==> src/rtl/duty_ramp.sv <==
// Soft-start / direction-change sequencer feeding the pwm duty_cycle/en load interface.
// Slews duty toward the commanded target and brakes to zero with a dead interval before any reversal.
module duty_ramp #(
    parameter int                   STEP_BITS   = 17,
    parameter logic [STEP_BITS-1:0] STEP_CYCLES = 17'd100_000,
    parameter logic [6:0]           STEP_SIZE   = 7'd1,
    parameter logic [7:0]           DEAD_STEPS  = 8'd10,
    parameter logic [6:0]           MAX_DUTY    = 7'd100
) (
    input  logic       clk,
    input  logic       clr,
    input  logic       cmd_valid,
    output logic       cmd_ready,
    input  logic [6:0] cmd_duty,
    input  logic       cmd_dir,
    input  logic       e_stop,
    output logic [6:0] duty_cycle,
    output logic       en,
    output logic       dir,
    output logic       busy
);

    typedef enum logic [1:0] {IDLE, RAMP, BRAKE, DEAD} state_t;

    localparam logic [STEP_BITS-1:0] STEP_LAST = STEP_CYCLES - 1'b1;

    state_t               state, state_nx;
    logic [STEP_BITS-1:0] step_cnt;
    logic [6:0]           target, target_nx, duty_nx;
    logic                 tdir, tdir_nx, dir_nx;
    logic [7:0]           dead_cnt, dead_nx, dead_inc;
    logic                 tick, accept;
    logic [6:0]           cmd_clamped, ramp_val, brake_val;
    logic [7:0]           duty_up, down_floor;

    assign tick        = (step_cnt == STEP_LAST);
    assign cmd_ready   = !e_stop && (state == IDLE || state == RAMP);
    assign accept      = cmd_valid && cmd_ready;
    assign busy        = (state != IDLE);
    assign cmd_clamped = (cmd_duty > MAX_DUTY) ? MAX_DUTY : cmd_duty;
    assign dead_inc    = dead_cnt + 8'd1;

    // Widened to 8 bits so duty + STEP_SIZE cannot wrap before the clamp.
    assign duty_up    = {1'b0, duty_cycle} + {1'b0, STEP_SIZE};
    assign down_floor = {1'b0, target} + {1'b0, STEP_SIZE};

    always_comb begin
        if (duty_cycle < target)
            ramp_val = (duty_up > {1'b0, target}) ? target : duty_up[6:0];
        else
            ramp_val = ({1'b0, duty_cycle} >= down_floor) ? duty_cycle - STEP_SIZE : target;
        brake_val = (duty_cycle >= STEP_SIZE) ? duty_cycle - STEP_SIZE : 7'd0;
    end

    always_comb begin
        // NOTE: every output of this block gets a default first, so no path can infer a latch.
        state_nx  = state;
        duty_nx   = duty_cycle;
        target_nx = target;
        tdir_nx   = tdir;
        dir_nx    = dir;
        dead_nx   = dead_cnt;
        if (e_stop) begin
            state_nx  = IDLE;
            duty_nx   = 7'd0;
            target_nx = 7'd0;
        end else begin
            case (state)
                IDLE, RAMP: begin
                    // An accepted command takes the cycle; a coincident tick is dropped.
                    if (accept) begin
                        target_nx = cmd_clamped;
                        tdir_nx   = cmd_dir;
                        if (cmd_dir != dir)              state_nx = BRAKE;
                        else if (cmd_clamped != duty_cycle) state_nx = RAMP;
                        else                             state_nx = IDLE;
                    end else if (state == RAMP && tick) begin
                        duty_nx = ramp_val;
                        if (ramp_val == target) state_nx = IDLE;
                    end
                end
                BRAKE: if (tick) begin
                    duty_nx = brake_val;
                    if (brake_val == 7'd0) begin
                        state_nx = DEAD;
                        dead_nx  = 8'd0;
                    end
                end
                DEAD: if (tick) begin
                    dead_nx = dead_inc;
                    if (dead_inc >= DEAD_STEPS) begin
                        dir_nx   = tdir;
                        state_nx = (target != 7'd0) ? RAMP : IDLE;
                    end
                end
                default: state_nx = IDLE;
            endcase
        end
    end

    always_ff @(posedge clk) begin
        // NOTE: state registers use non-blocking assignments so all updates see pre-edge values.
        if (clr) begin
            state      <= IDLE;
            duty_cycle <= 7'd0;
            target     <= 7'd0;
            tdir       <= 1'b0;
            dir        <= 1'b0;
            en         <= 1'b0;
            step_cnt   <= '0;
            dead_cnt   <= 8'd0;
        end else begin
            state      <= state_nx;
            duty_cycle <= duty_nx;
            target     <= target_nx;
            tdir       <= tdir_nx;
            dir        <= dir_nx;
            en         <= (duty_nx != duty_cycle);
            step_cnt   <= tick ? '0 : step_cnt + 1'b1;
            dead_cnt   <= dead_nx;
        end
    end

endmodule

==> config.mk <==
export PLATFORM = sky130hd
export DESIGN_NAME = duty_ramp
export DESIGN_NICKNAME = d
export VERILOG_FILES = /design/src/rtl/duty_ramp.sv
export SDC_FILE = /design/constraint.sdc
export NUM_CORES = 1
export LEC_CHECK = 0
export ABC_AREA = 0
export ABC_CLOCK_PERIOD_IN_PS = 8350
export CAP_MARGIN = 40
export CORE_ASPECT_RATIO = 0.75
export CORE_UTILIZATION = 47
export DETAILED_ROUTE_END_ITERATION = 10
export GPL_TIMING_DRIVEN = 0
export PLACE_DENSITY_LB_ADDON = 0.08
export SKIP_CTS_REPAIR_TIMING = 1
export SYNTH_ARGS = -nofsm -noshare
export SYNTH_HDL_FRONTEND = slang
export SYNTH_SLANG_ARGS = --single-unit
export TNS_END_PERCENT = 5
==> constraint.sdc <==
create_clock -name clk -period 8.35 [get_ports clk]
set_input_delay 1.67 -clock clk [delete_from_list [all_inputs] [get_ports clk]]
set_output_delay 1.67 -clock clk [all_outputs]
set_load 0.05 [all_outputs]
Yosys cells after proc, flatten, opt, wreduce, memory -nomap -nowiden
Index checks and enable logic that the tools add are counted.

operators by class
  equality and inequality tests = 14
  reduce and logical (&&, ||, !) cells = 18
  bitwise gates (word level) = 1
  order comparisons = 6
  mux-type cells = 25
  add/subtract/negate cells = 5

operator list
  cell                                                  count
  2-to-1 mux 7 bit                                      9
  2-to-1 mux 8 bit                                      3
  adder 17 x 1 -> 17 bit, second input constant         1
  equality test 17 bit, second input constant           1
  adder 7 x 1 -> 8 bit, second input constant           2
  2-to-1 mux 2 bit                                      8
  case mux 8 bit (2 select lines)                       1
  != test 7 bit                                         2
  case mux 7 bit (2 select lines)                       1
  adder 8 x 1 -> 8 bit, second input constant           1
  >= comparator 7 x 8 -> 1 bit                          1
  >= comparator 8 x 4 -> 1 bit, second input constant   1
  greater-than comparator 8 x 7 -> 1 bit                1
  != test 2 bit, second input constant                  4
  equality test 7 bit                                   1
  >= comparator 7 x 1 -> 1 bit, second input constant   1
  greater-than comparator 7 bit, second input constant  1
  logical NOT 7 bit                                     1
  less-than comparator 7 bit                            1
  nonzero test 7 bit                                    1
  subtractor 7 x 1 -> 7 bit, second input constant      1
  != test 3 bit, second input constant                  2
  case mux 2 bit (3 select lines)                       1
  AND reduction 6 bit                                   1
  15 further kinds                                      22

storage, ports and cells
  register bits after elaboration = 44
  bits of input ports = 12
  logic and storage cells = 77
  output and inout bits = 11

Depth between registers and ports, before layout
Gate-level depths: netlist (run 1).

  depth after elaboration = 9
  gate-level depth with buffers = 16
  mapped depth without buffers = 14

Least setup slack after synthesis (run 1)
Ideal clock, no wire load.

  path type = input -> output
  start = input port e_stop
  end = output port cmd_ready
  slack = 4315 ps
  required time = 6680 ps
  arrival time = 2365 ps
  cell stages on the path = 1
  path buffers = 0
  path through = nor2_1

on the way
  cells in the longest elaborated chain, start to end = 2

ends and longest elaborated chain
  item               RTL line  text
  start, declared    16        input logic e_stop,
  logical NOT 1 bit  37        assign cmd_ready = !e_stop && (state == IDLE || state == RAMP);
  logical AND 1 bit  37
  end, declared      13        output logic cmd_ready,

No other way between the ends.

Worst setup path after layout (run 1)
Same ends and word-level chain as after synthesis.

==> metrics.md, run 1 <==
| Metric | Value |
|---|---|
| RD Place Congestion | `~0.96` |
| Maximum VDD drop | `0.0000889 V` |
| Reg2reg start | `target[2]` |
| Final wirelength | `11.2 mm` |
| Vias per inst | `6.26` |
| RSZ-0062 raised after global routing | `no` |
| Worst-Margin Slew | `around 0.7 ns` |
| Top-area cell type share of the netlist area | `0.234` |
| Period minus WS final | `slightly below 5 ns` |
| Cell area after synthesis | `about 3800 µm²` |
| Clk root buf | `clkbuf_8` |
| Internal | `0.000332 W` |
| Gr usage total | `0.280` |
| HPWL after DPL | `8.63 mm` |
| Startpoint types | `input port` |
| Clock share of power | `0.373` |
| Row count | `27` |
| CTS Sinks | `44` |
| Sequential power share | `0.459` |
| Period Utilization, post-route | `0.589` |
| Initial Util | `0.499` |
| Leak | `~1.5 nW` |
| Starting DRT DRC Count | `~500` |
| Fraction of registers with async set/reset | `0` |
| I/O pins | `23` |
| Commonest non-fill, non-tap cell in the layout | `nor2_1` |
| Fillers | `748` |
| Critical path fanouts, max | `4` |
| Worst Skew | `0.0109 ns` |
| HP Start | `step_cnt[0]` |
| WS Path Type | `input port to primary output` |
| Net Count, Synth | `~550` |
| # setup viols final | `0` |
| DIE AREA | `8370 µm²` |
| Ys flop type | `dfxtp_1` |
| Post-synth EDFFs | `0` |
| Area growth from synthesis to layout | `12.8%` |
| DR vias | `around 4,000` |
| Post-detailed-route count of antenna-violating nets | `0` |
| Sequential fraction of the synthesis area | `0.234` |
| HP Class | `register to register` |
| First-pass GRT wire length | `18.5 mm` |
| Die W | `105 µm` |
| Status | `finished clean` |
| Vert. Die Dim | `79.5 µm` |
| CP endpoint kind | `primary output` |
| Met1 WL | `around 5.5 mm` |
| R2r setup slk | `4.15 ns` |
| WL met3 | `1.34 mm` |
| Gr ovfl total | `0` |
| Number of CTS-inserted buffers | `5` |
| Share of cells above drive strength 1 | `0.0404` |
| Crit path required time | `between 6 and 7 ns` |
| Met2 routed WL | `4.31 mm` |
| Largest cells by area after synthesis | `dfxtp_1 (23%), ha_1 (9.6%), nor2_1 (5.8%), xnor2_1 (5.1%), a21oi_1 (4.8%)` |
| DRC viols | `0` |
| Slew Limit Fails | `0` |
| Final worst slack | `3.43 ns` |
| Hold Path Stages | `1` |
| Yosys top cell by area | `dfxtp_1` |
| Drt wl/cell | `approximately 17 µm` |
| Clock transition at path regs | `0.09 ns` |
| F_max | `slightly above 0.2 GHz` |
| Core area | `7530 µm²` |
| WHS Endpoint | `step_cnt[0]` |
| #FFs+latches synth | `44` |
| P_sw | `0.000139 W` |
| Placed cell area | `a little over 4000 µm²` |
| Unique masters post-synth | `62` |
| Largest net degree at the start of global routing | `16` |
| Arrival @ worst endpoint | `3.25 ns` |
| Max-cap violations | `0` |
| Switching Share | `0.295` |
| Max Buffers Root-to-Sink | `2` |
| Comb pwr share | `0.168` |
| Mean Syn Cell Area | `7.35 µm²` |
| Critical R2R Capture | `en` |
| Setup TNS | `0 ns` |
| Post-Syn Instances | `512` |
| Vias in the first global route | `~3,600` |
| NumNets Final | `585` |
| Initial antenna violation count | `0` |
| Post-layout instance area | `4240 µm²` |
| PwrDens | `111 nW/µm²` |
| H-tree depth | `2` |
| Yosys warns | `0` |
| Skew-Pair Late Insertion Delay | `approximately 0.31 ns` |
| N_diodes | `0` |
| Worst-case reg-to-reg path depth | `16` |
| Port Buffers | `22` |
| Most frequent cells in the layout | `nor2_1 (58), nand2_1 (48), dfxtp_1 (44), a21oi_1 (36), nand3_1 (31)` |
| Final hold vios | `0` |
| Drt pass-1 iters | `7` |
| CTS tree | `yes` |
| Pre-CTS setup slack | `3.45 ns` |
| Max Used Layer | `met4` |
| Slew HR | `0.542` |
-- worst max path at each step --
stage,startpoint,endpoint,slack (ns),cells after the start
final,e_stop,cmd_ready,3.43,3
after floorplan,e_stop,cmd_ready,4.32,1
after CTS,e_stop,cmd_ready,3.44,3
after global placement,e_stop,cmd_ready,3.45,3
after global routing,e_stop,cmd_ready,3.41,3
after detailed placement,e_stop,cmd_ready,3.45,3
-- layer usage --
layer | GRT usage | up-vias
met4 | 0.0465 | 0
li1 | - | 1939
met3 | 0.0841 | 10
met1 | 0.417 | 1888
met5 | 0 | -
met2 | 0.393 | 207
-- state kept, by name, indices dropped and copies added, names as in the netlist --
register,cells
state,2
dir,1
tdir,1
dead_cnt,8
step_cnt,17
target,7
en,1
duty_cycle,7
-- layout make-up --
cell class                      count  area [µm²]  area share
Inverter                           19        71.3      0.0168
Multi-Input combinational cell    425        2720       0.640
Sequential cell                    44         881       0.208
Timing Repair Buffer               25         240      0.0566
Tap cell                          101         126      0.0298
Buffer                             24        92.6      0.0218
Clock buffer                        5        68.8      0.0162
Clock inverter                      3        46.3      0.0109
-- through the flow --
stage / std cells / hold slack, ns / power [W] / util
global route: 646 / 0.475 / 0.000489 / 0.563
CTS: 646 / 0.457 / 0.000472 / 0.563
detailed placement: 638 / 0.436 / 0.000298 / 0.548
finish: 646 / 0.455 / 0.000471 / 0.563
floorplan: 512 / 0.418 / 0.000272 / -
global placement: 635 / 0.426 / 0.000297 / 0.545
-- synthesized netlist by cell type, types with 5 or more instances --
cell and instances:
a211o_1 5, a211oi_1 11, a21oi_1 36, a31oi_1 9
and3_1 7, clkbuf_1 21, dfxtp_1 44, ha_1 29
inv_1 16, nand2_1 48, nand2b_1 5, nand3_1 31
nand4_1 11, nor2_1 58, nor2b_1 5, nor3_1 14
o21ai_0 28, or3_1 13, or4_1 7, xnor2_1 22
xor2_1 14
-- logic make-up (layout without fill, tap and decap cells) --
logic type,count (synthesis),count (layout),share of synthesized area
AO/OA/AOI/OAI,126,126,0.215
XOR/XNOR,36,36,0.0838
adder cells (fa/ha/maj),29,29,0.0964
buffers and inverters,43,76,0.0436
flip-flops,44,44,0.234
multiplexers,3,3,0.00798
AND/OR/NAND/NOR,231,231,0.319
-- worst max-delay path: stages --
cell and delay (ns):
clkdlybuf4s50_1 0.51, nor2_1 0.23, clkdlybuf4s50_1 0.84
-- power groups by stage --
stage                     clock, W  sequential [W]  combinational (W)
final                     0.000175        0.000216          0.0000793
after global routing      0.000186        0.000217          0.0000865
after detailed placement         0        0.000221          0.0000768
after global placement           0        0.000221          0.0000766
after floorplan                  0        0.000221          0.0000505
after CTS                 0.000179        0.000216          0.0000772
(Power assumes the default switching activity.)
==> run 2, diff against run 1 <==
ABC_CLOCK_PERIOD_IN_PS = 4100   (was 8350)
clock period = 4.1 ns   (was 8.35 ns; I/O delays follow)
==> run 2 against run 1 <==
Against the previous run: worst setup slack lost 3.3 ns; critical path depth grew 11; first-iteration DRC count increased by 4.2%; final cell count is 0.15% lower; sequential share of layout area rose by 0.066 points; critical path type is now register to register; largest power group unchanged.
==> metrics.md, run 2 (synthesis results as in run 1) <==
| Metric | Value |
|---|---|
| Status | `finished clean` |
| Max reg flops | `17 (unchanged)` |
| Die W | `105 µm (unchanged)` |
| Vias per inst | `6.30 (+0.58%)` |
| NumNets Final | `584 (-0.17%)` |
| Maximum VDD drop | `0.000181 V (+100%)` |
| Drt wl/cell | `17.6 µm (+1.3%)` |
| Clk root buf | `clkbuf_8` |
| Starting DRT DRC Count | `522 (+4.2%)` |
| CTS tree | `yes` |
| Met2 routed WL | `4.39 mm (+1.8%)` |
| Biggest regs | `step_cnt: 17 flops, dead_cnt: 8 flops` |
| Non-Filler Instances | `645 (-0.15%)` |
| Worst Skew | `0.0112 ns (+0.000304 ns)` |
| Arrival @ worst endpoint | `4.17 ns (+0.92 ns)` |
| Largest net degree at the start of global routing | `16 (unchanged)` |
| PwrDens | `225 nW/µm² (+100%)` |
| Initial antenna violation count | `0 (unchanged)` |
| Vias in the first global route | `3,616 (unchanged)` |
| Area growth from synthesis to layout | `13.4%` |
| HP Class | `register to register` |
| Gr usage total | `0.280 (unchanged)` |
| Final wirelength | `11.4 mm (+1.2%)` |
| HPWL after DPL | `8.63 mm (unchanged)` |
| CP most frequent cell | `or4_1` |
| Startpoint types | `register` |
| DRC viols | `0 (unchanged)` |
| # setup viols final | `0 (unchanged)` |
| Slew Limit Fails | `0 (unchanged)` |
| WL met3 | `1.33 mm (-0.67%)` |
| Post-detailed-route count of antenna-violating nets | `0 (unchanged)` |
| DIE AREA | `8370 µm² (unchanged)` |
| Commonest non-fill, non-tap cell in the layout | `nor2_1` |
| Leak | `1.54 nW (+1.3%)` |
| Most frequent cells in the layout | `nor2_1 (57), nand2_1 (48), dfxtp_1 (40), a21oi_1 (36), nand3_1 (31)` |
| Row count | `27 (unchanged)` |
| Fillers | `744 (-0.53%)` |
| Critical path fanouts, max | `10 (+6)` |
| Slowest CP cell | `or4_1` |
| Max-cap violations | `0 (unchanged)` |
| Critical-path cell list | `inv_2 > or4_1 > xnor2_2 > ha_1 > a21o_1 > a21oi_1 > o22a_1 > nand3_1 > buf_2 > o21ai_0 > a31oi_1 > or4_1 > and4_1 > a41oi_1` |
| I/O pins | `23 (unchanged)` |
| Core Util, Final | `0.566 (+0.00299)` |
| WS Path Type | `register to register` |
| WP buf/inv | `2 (unchanged)` |
| Slew HR | `0.537 (-0.00484)` |
| Port Buffers | `22 (unchanged)` |
| Top reg by flops | `step_cnt` |
| Core area | `7530 µm² (unchanged)` |
| RSZ-0062 raised after global routing | `no` |
| Drt pass-1 iters | `6 (-1)` |
| Met1 WL | `5.54 mm (+0.69%)` |
| Skew-Pair Late Insertion Delay | `0.31 ns (about the same)` |
| F_max | `0.253 GHz` |
| CTS Sinks | `44 (unchanged)` |
| Vert. Die Dim | `79.5 µm (unchanged)` |
| Max Used Layer | `met4` |
| Period Utilization, post-route | `0.965` |
| CP endpoint kind | `register` |
| Clock transition at path regs | `0.10 ns (about the same)` |
| Max incr delay on CP | `0.71 ns (-0.13 ns)` |
| RD Place Congestion | `0.965 (unchanged)` |
| Share of cells above drive strength 1 | `0.0588 (+0.0185)` |
| First-pass GRT wire length | `18.5 mm (unchanged)` |
| Crit path required time | `4.32 ns (-2.36 ns)` |
| Initial Util | `0.499 (unchanged)` |
| Largest delay contributor family on the critical path | `simple AND/OR/NAND/NOR gates` |
| Max Buffers Root-to-Sink | `2 (unchanged)` |
| Number of CTS-inserted buffers | `5 (unchanged)` |
| H-tree depth | `2 (unchanged)` |
| Final worst slack | `0.145 ns (-3.28 ns)` |
| Gr ovfl total | `0 (unchanged)` |
| Final hold vios | `0 (unchanged)` |
| Dpl cells | `638 (unchanged)` |
| N_diodes | `0 (unchanged)` |
| Worst-Margin Slew | `0.694 ns (+0.0119 ns)` |
| Period minus WS final | `3.95 ns` |
| DR vias | `4,061 (+0.42%)` |
| Pre-CTS setup slack | `0.0489 ns (-3.40 ns)` |
==> run 2: path summary, 6_finish.rpt <==
| check | startpoint | end | slack (ns) | cells after the start |
|---|---|---|---|---|
| min | step_cnt[0] | step_cnt[0] | 0.45 | 1 |
| max | duty_cycle[1] | en | 0.15 | 14 |
| max reg2reg | duty_cycle[1] | en | 0.15 | 14 |
| min reg2reg | step_cnt[0] | step_cnt[0] | 0.45 | 1 |
==> run 2: metrics by stage <==
| stage | power [W] | TNS (ns) | instance area [µm²] | hold slack (ns) |
|---|---|---|---|---|
| finish | 0.000961 | 0 | 4270 | 0.455 |
| floorplan | 0.000554 | 0 | 3760 | 0.418 |
| detailed placement | 0.000606 | 0 | 4130 | 0.436 |
| global placement | 0.000606 | -0.0130 | 4110 | 0.426 |
| CTS | 0.000962 | 0 | 4240 | 0.457 |
| global route | 0.000998 | 0 | 4270 | 0.475 |
==> run 2: layer usage <==
metal / up-vias / track usage
met1: 1905 / 0.417
met2: 199 / 0.393
li1: 1941 / -
met4: 0 / 0.0465
met3: 16 / 0.0841
met5: - / 0
==> run 2: cell type report <==
class | instances | area, µm² | share of cell area
repair buffers | 25 | 240 | 0.0563
multi-input cells | 425 | 2730 | 0.640
well taps | 101 | 126 | 0.0296
clock buffers | 5 | 68.8 | 0.0161
clock inverters | 3 | 46.3 | 0.0109
plain buffers | 23 | 92.6 | 0.0217
inverters | 19 | 71.3 | 0.0167
flip-flops and latches | 44 | 888 | 0.208
==> run 2: where the power goes <==
| group | internal [W] | switching, W |
|---|---|---|
| sequential | 0.000432 | 0.00000710 |
| clock | 0.000184 | 0.000175 |
| combinational | 0.0000598 | 0.000103 |
| total | 0.000676 | 0.000285 |
==> run 2: worst register-to-register path, cell delays in order (launching register included) <==
cell,delay (ns)
dfxtp_4,0.42
inv_2,0.10
or4_1,0.71
xnor2_2,0.21
ha_1,0.30
a21o_1,0.16
a21oi_1,0.22
o22a_1,0.23
nand3_1,0.09
buf_2,0.22
o21ai_0,0.18
a31oi_1,0.11
or4_1,0.49
and4_1,0.19
a41oi_1,0.24
==> run 3, diff against run 2 <==
ABC_CLOCK_PERIOD_IN_PS = not set   (was 4100)
REMOVE_ABC_BUFFERS = 1   (was not set)
==> run 3 against run 2 <==
Against the previous run: via count decreased by 5.4%; first-iteration DRC count decreased by 34%; wire length decreased by 5.1%; final cell count decreased by 3.6%; clock skew decreased by 0.0050 ns; critical endpoint unchanged; highest routed layer unchanged.
==> metrics.md, run 3 (synthesis results as in run 1) <==
| Metric | Value |
|---|---|
| Status | `finished clean` |
| Sequential power share | `0.504 (+0.047)` |
| Core area | `7530 µm² (unchanged)` |
| Commonest non-fill, non-tap cell in the layout | `nor2_1` |
| Reg2reg start | `duty_cycle[1]` |
| # setup viols final | `0 (unchanged)` |
| DRC viols | `0 (unchanged)` |
| Crit path required time | `4.31 ns (about the same)` |
| Starting DRT DRC Count | `346 (-34%)` |
| Gr ovfl total | `0 (unchanged)` |
| RSZ-0062 raised after global routing | `no` |
| Number of CTS-inserted buffers | `5 (unchanged)` |
| Critical path fanouts, max | `15 (+5)` |
| Clock share of power | `0.323 (-0.050)` |
| Internal | `0.000625 W (-7.6%)` |
| Area growth from synthesis to layout | `10.5%` |
| Maximum VDD drop | `0.000118 V (-35%)` |
| Pre-CTS setup slack | `-0.249 ns (-0.298 ns)` |
| NumNets Final | `561 (-3.9%)` |
| Worst-Margin Slew | `0.794 ns (+0.100 ns)` |
| Startpoint types | `register` |
| Die W | `105 µm (unchanged)` |
| Drt pass-1 iters | `5 (-1)` |
| Slew HR | `0.470 (-0.0671)` |
| H-tree depth | `2 (unchanged)` |
| R2r setup slk | `0.20 ns (+0.06 ns)` |
| Post-detailed-route count of antenna-violating nets | `0 (unchanged)` |
| Drt wl/cell | `17.3 µm (-1.6%)` |
| DR vias | `3,842 (-5.4%)` |
| Switching Share | `0.287 (-0.00963)` |
| Most frequent cells in the layout | `nor2_1 (58), nand2_1 (48), dfxtp_1 (39), a21oi_1 (36)` |
| Initial Util | `0.499 (unchanged)` |
| CTS tree | `yes` |
| Worst Skew | `0.00621 ns (-0.00499 ns)` |
| WS Path Type | `register to register` |
| CTS Sinks | `44 (unchanged)` |
| Final hold vios | `0 (unchanged)` |
| PwrDens | `211 nW/µm² (-6.4%)` |
| DIE AREA | `8370 µm² (unchanged)` |
| Share of cells above drive strength 1 | `0.0499 (-0.00892)` |
| HP Class | `register to register` |
| Port Buffers | `22 (unchanged)` |
| F_max | `0.257 GHz (+1.5%)` |
| Vias in the first global route | `3,422 (-5.4%)` |
| Worst-case reg-to-reg path depth | `13 (-1)` |
| Leak | `1.49 nW (-3.1%)` |
| Overall Power | `0.000877 W (-8.8%)` |
| Period minus WS final | `3.90 ns (-0.0572 ns)` |
| Final worst slack | `0.202 ns (+0.0572 ns)` |
| Max Buffers Root-to-Sink | `2 (unchanged)` |
| Arrival @ worst endpoint | `4.11 ns (-0.06 ns)` |
| Initial antenna violation count | `0 (unchanged)` |
| Slew Limit Fails | `0 (unchanged)` |
| First-pass GRT wire length | `17.7 mm (-4.6%)` |
| Period Utilization, post-route | `0.951 (-0.0140)` |
| HP Start | `step_cnt[0]` |
| Gr usage total | `0.266 (-0.0138)` |
| Comb pwr share | `0.173 (+0.003)` |
| Critical R2R Capture | `en` |
| Vias per inst | `6.18 (-1.9%)` |
| Clk root buf | `clkbuf_8` |
| Max reg flops | `17 (unchanged)` |
| Vert. Die Dim | `79.5 µm (unchanged)` |
| N_diodes | `0 (unchanged)` |
| WHS Endpoint | `step_cnt[0]` |
| I/O pins | `23 (unchanged)` |
| Max-cap violations | `0 (unchanged)` |
| Clock transition at path regs | `0.08 ns (-0.02 ns)` |
| Final wirelength | `10.8 mm (-5.1%)` |
| WHS | `0.454 ns (-0.000768 ns)` |
| RD Place Congestion | `0.946 (-1.9%)` |
| P_sw | `0.000252 W (-12%)` |
| CP endpoint kind | `register` |
| Top reg by flops | `step_cnt` |
| Skew-Pair Late Insertion Delay | `0.29 ns (-0.02 ns)` |
| Row count | `27 (unchanged)` |
| Largest net degree at the start of global routing | `19 (+3)` |
| Biggest regs | `step_cnt: 17 flops, dead_cnt: 8 flops` |
| HPWL after DPL | `8.03 mm (-7.0%)` |
| Hold Path Stages | `1 (unchanged)` |
-- run 3: final cells by class --
cell class / count / area [µm²]
clock buffers: 8 / 90.1
flip-flops and latches: 44 / 895
repair buffers: 25 / 234
inverters: 19 / 71.3
multi-input cells: 425 / 2740
fillers: 713 / 3380
well taps: 101 / 126
-- run 3: per-layer routing --
layer	GRT usage	wire length, µm	vias to the layer above
met5	0	0	-
met1	0.405	5380	1789
li1	-	-	1890
met4	0.0535	85	0
met2	0.384	4400	150
met3	0.0473	912	13
-- run 3: worst max path at each step --
stage	startpoint	endpoint	slack (ns)	depth (start not counted)
2_1_floorplan	duty_cycle[0]	en	0.11	13
3_3_place_gp	duty_cycle[1]	en	-0.25	13
3_5_place_dp	duty_cycle[1]	en	-0.25	13
4_1_cts	duty_cycle[1]	en	-0.27	13
5_1_grt	duty_cycle[1]	en	0.05	13
6_report	duty_cycle[1]	en	0.20	13
-- run 3: per-stage QoR --
step / util / setup TNS, ns / area [µm²] / cells
3_5_place_dp: 0.535 / -0.417 / 4030 / 614
3_3_place_gp: 0.533 / -0.410 / 4020 / 611
6_report: 0.552 / 0 / 4160 / 622
4_1_cts: 0.547 / -0.446 / 4120 / 622
5_1_grt: 0.552 / 0 / 4160 / 622
2_1_floorplan: - / 0 / 3670 / 488
-- run 3: worst max-delay path, stage by stage (launching register included) --
cell and delay [ns]:
dfxtp_4 0.48, inv_2 0.12, or4_1 0.67, xnor2_2 0.20, ha_1 0.32, a21o_1 0.15
a21oi_1 0.19, o22a_1 0.23, nand3_2 0.25, o21ai_0 0.23, a31oi_1 0.11, or4_1 0.49
and4_1 0.20, a41oi_1 0.19
-- run 3: power by group through the flow --
stage	clock, W	combinational [W]	sequential [W]
detailed placement	0	0.000145	0.000453
CTS	0.000295	0.000146	0.000443
floorplan	0	0.0000939	0.000453
finish	0.000283	0.000151	0.000442
global route	0.000314	0.000165	0.000443
global placement	0	0.000144	0.000453
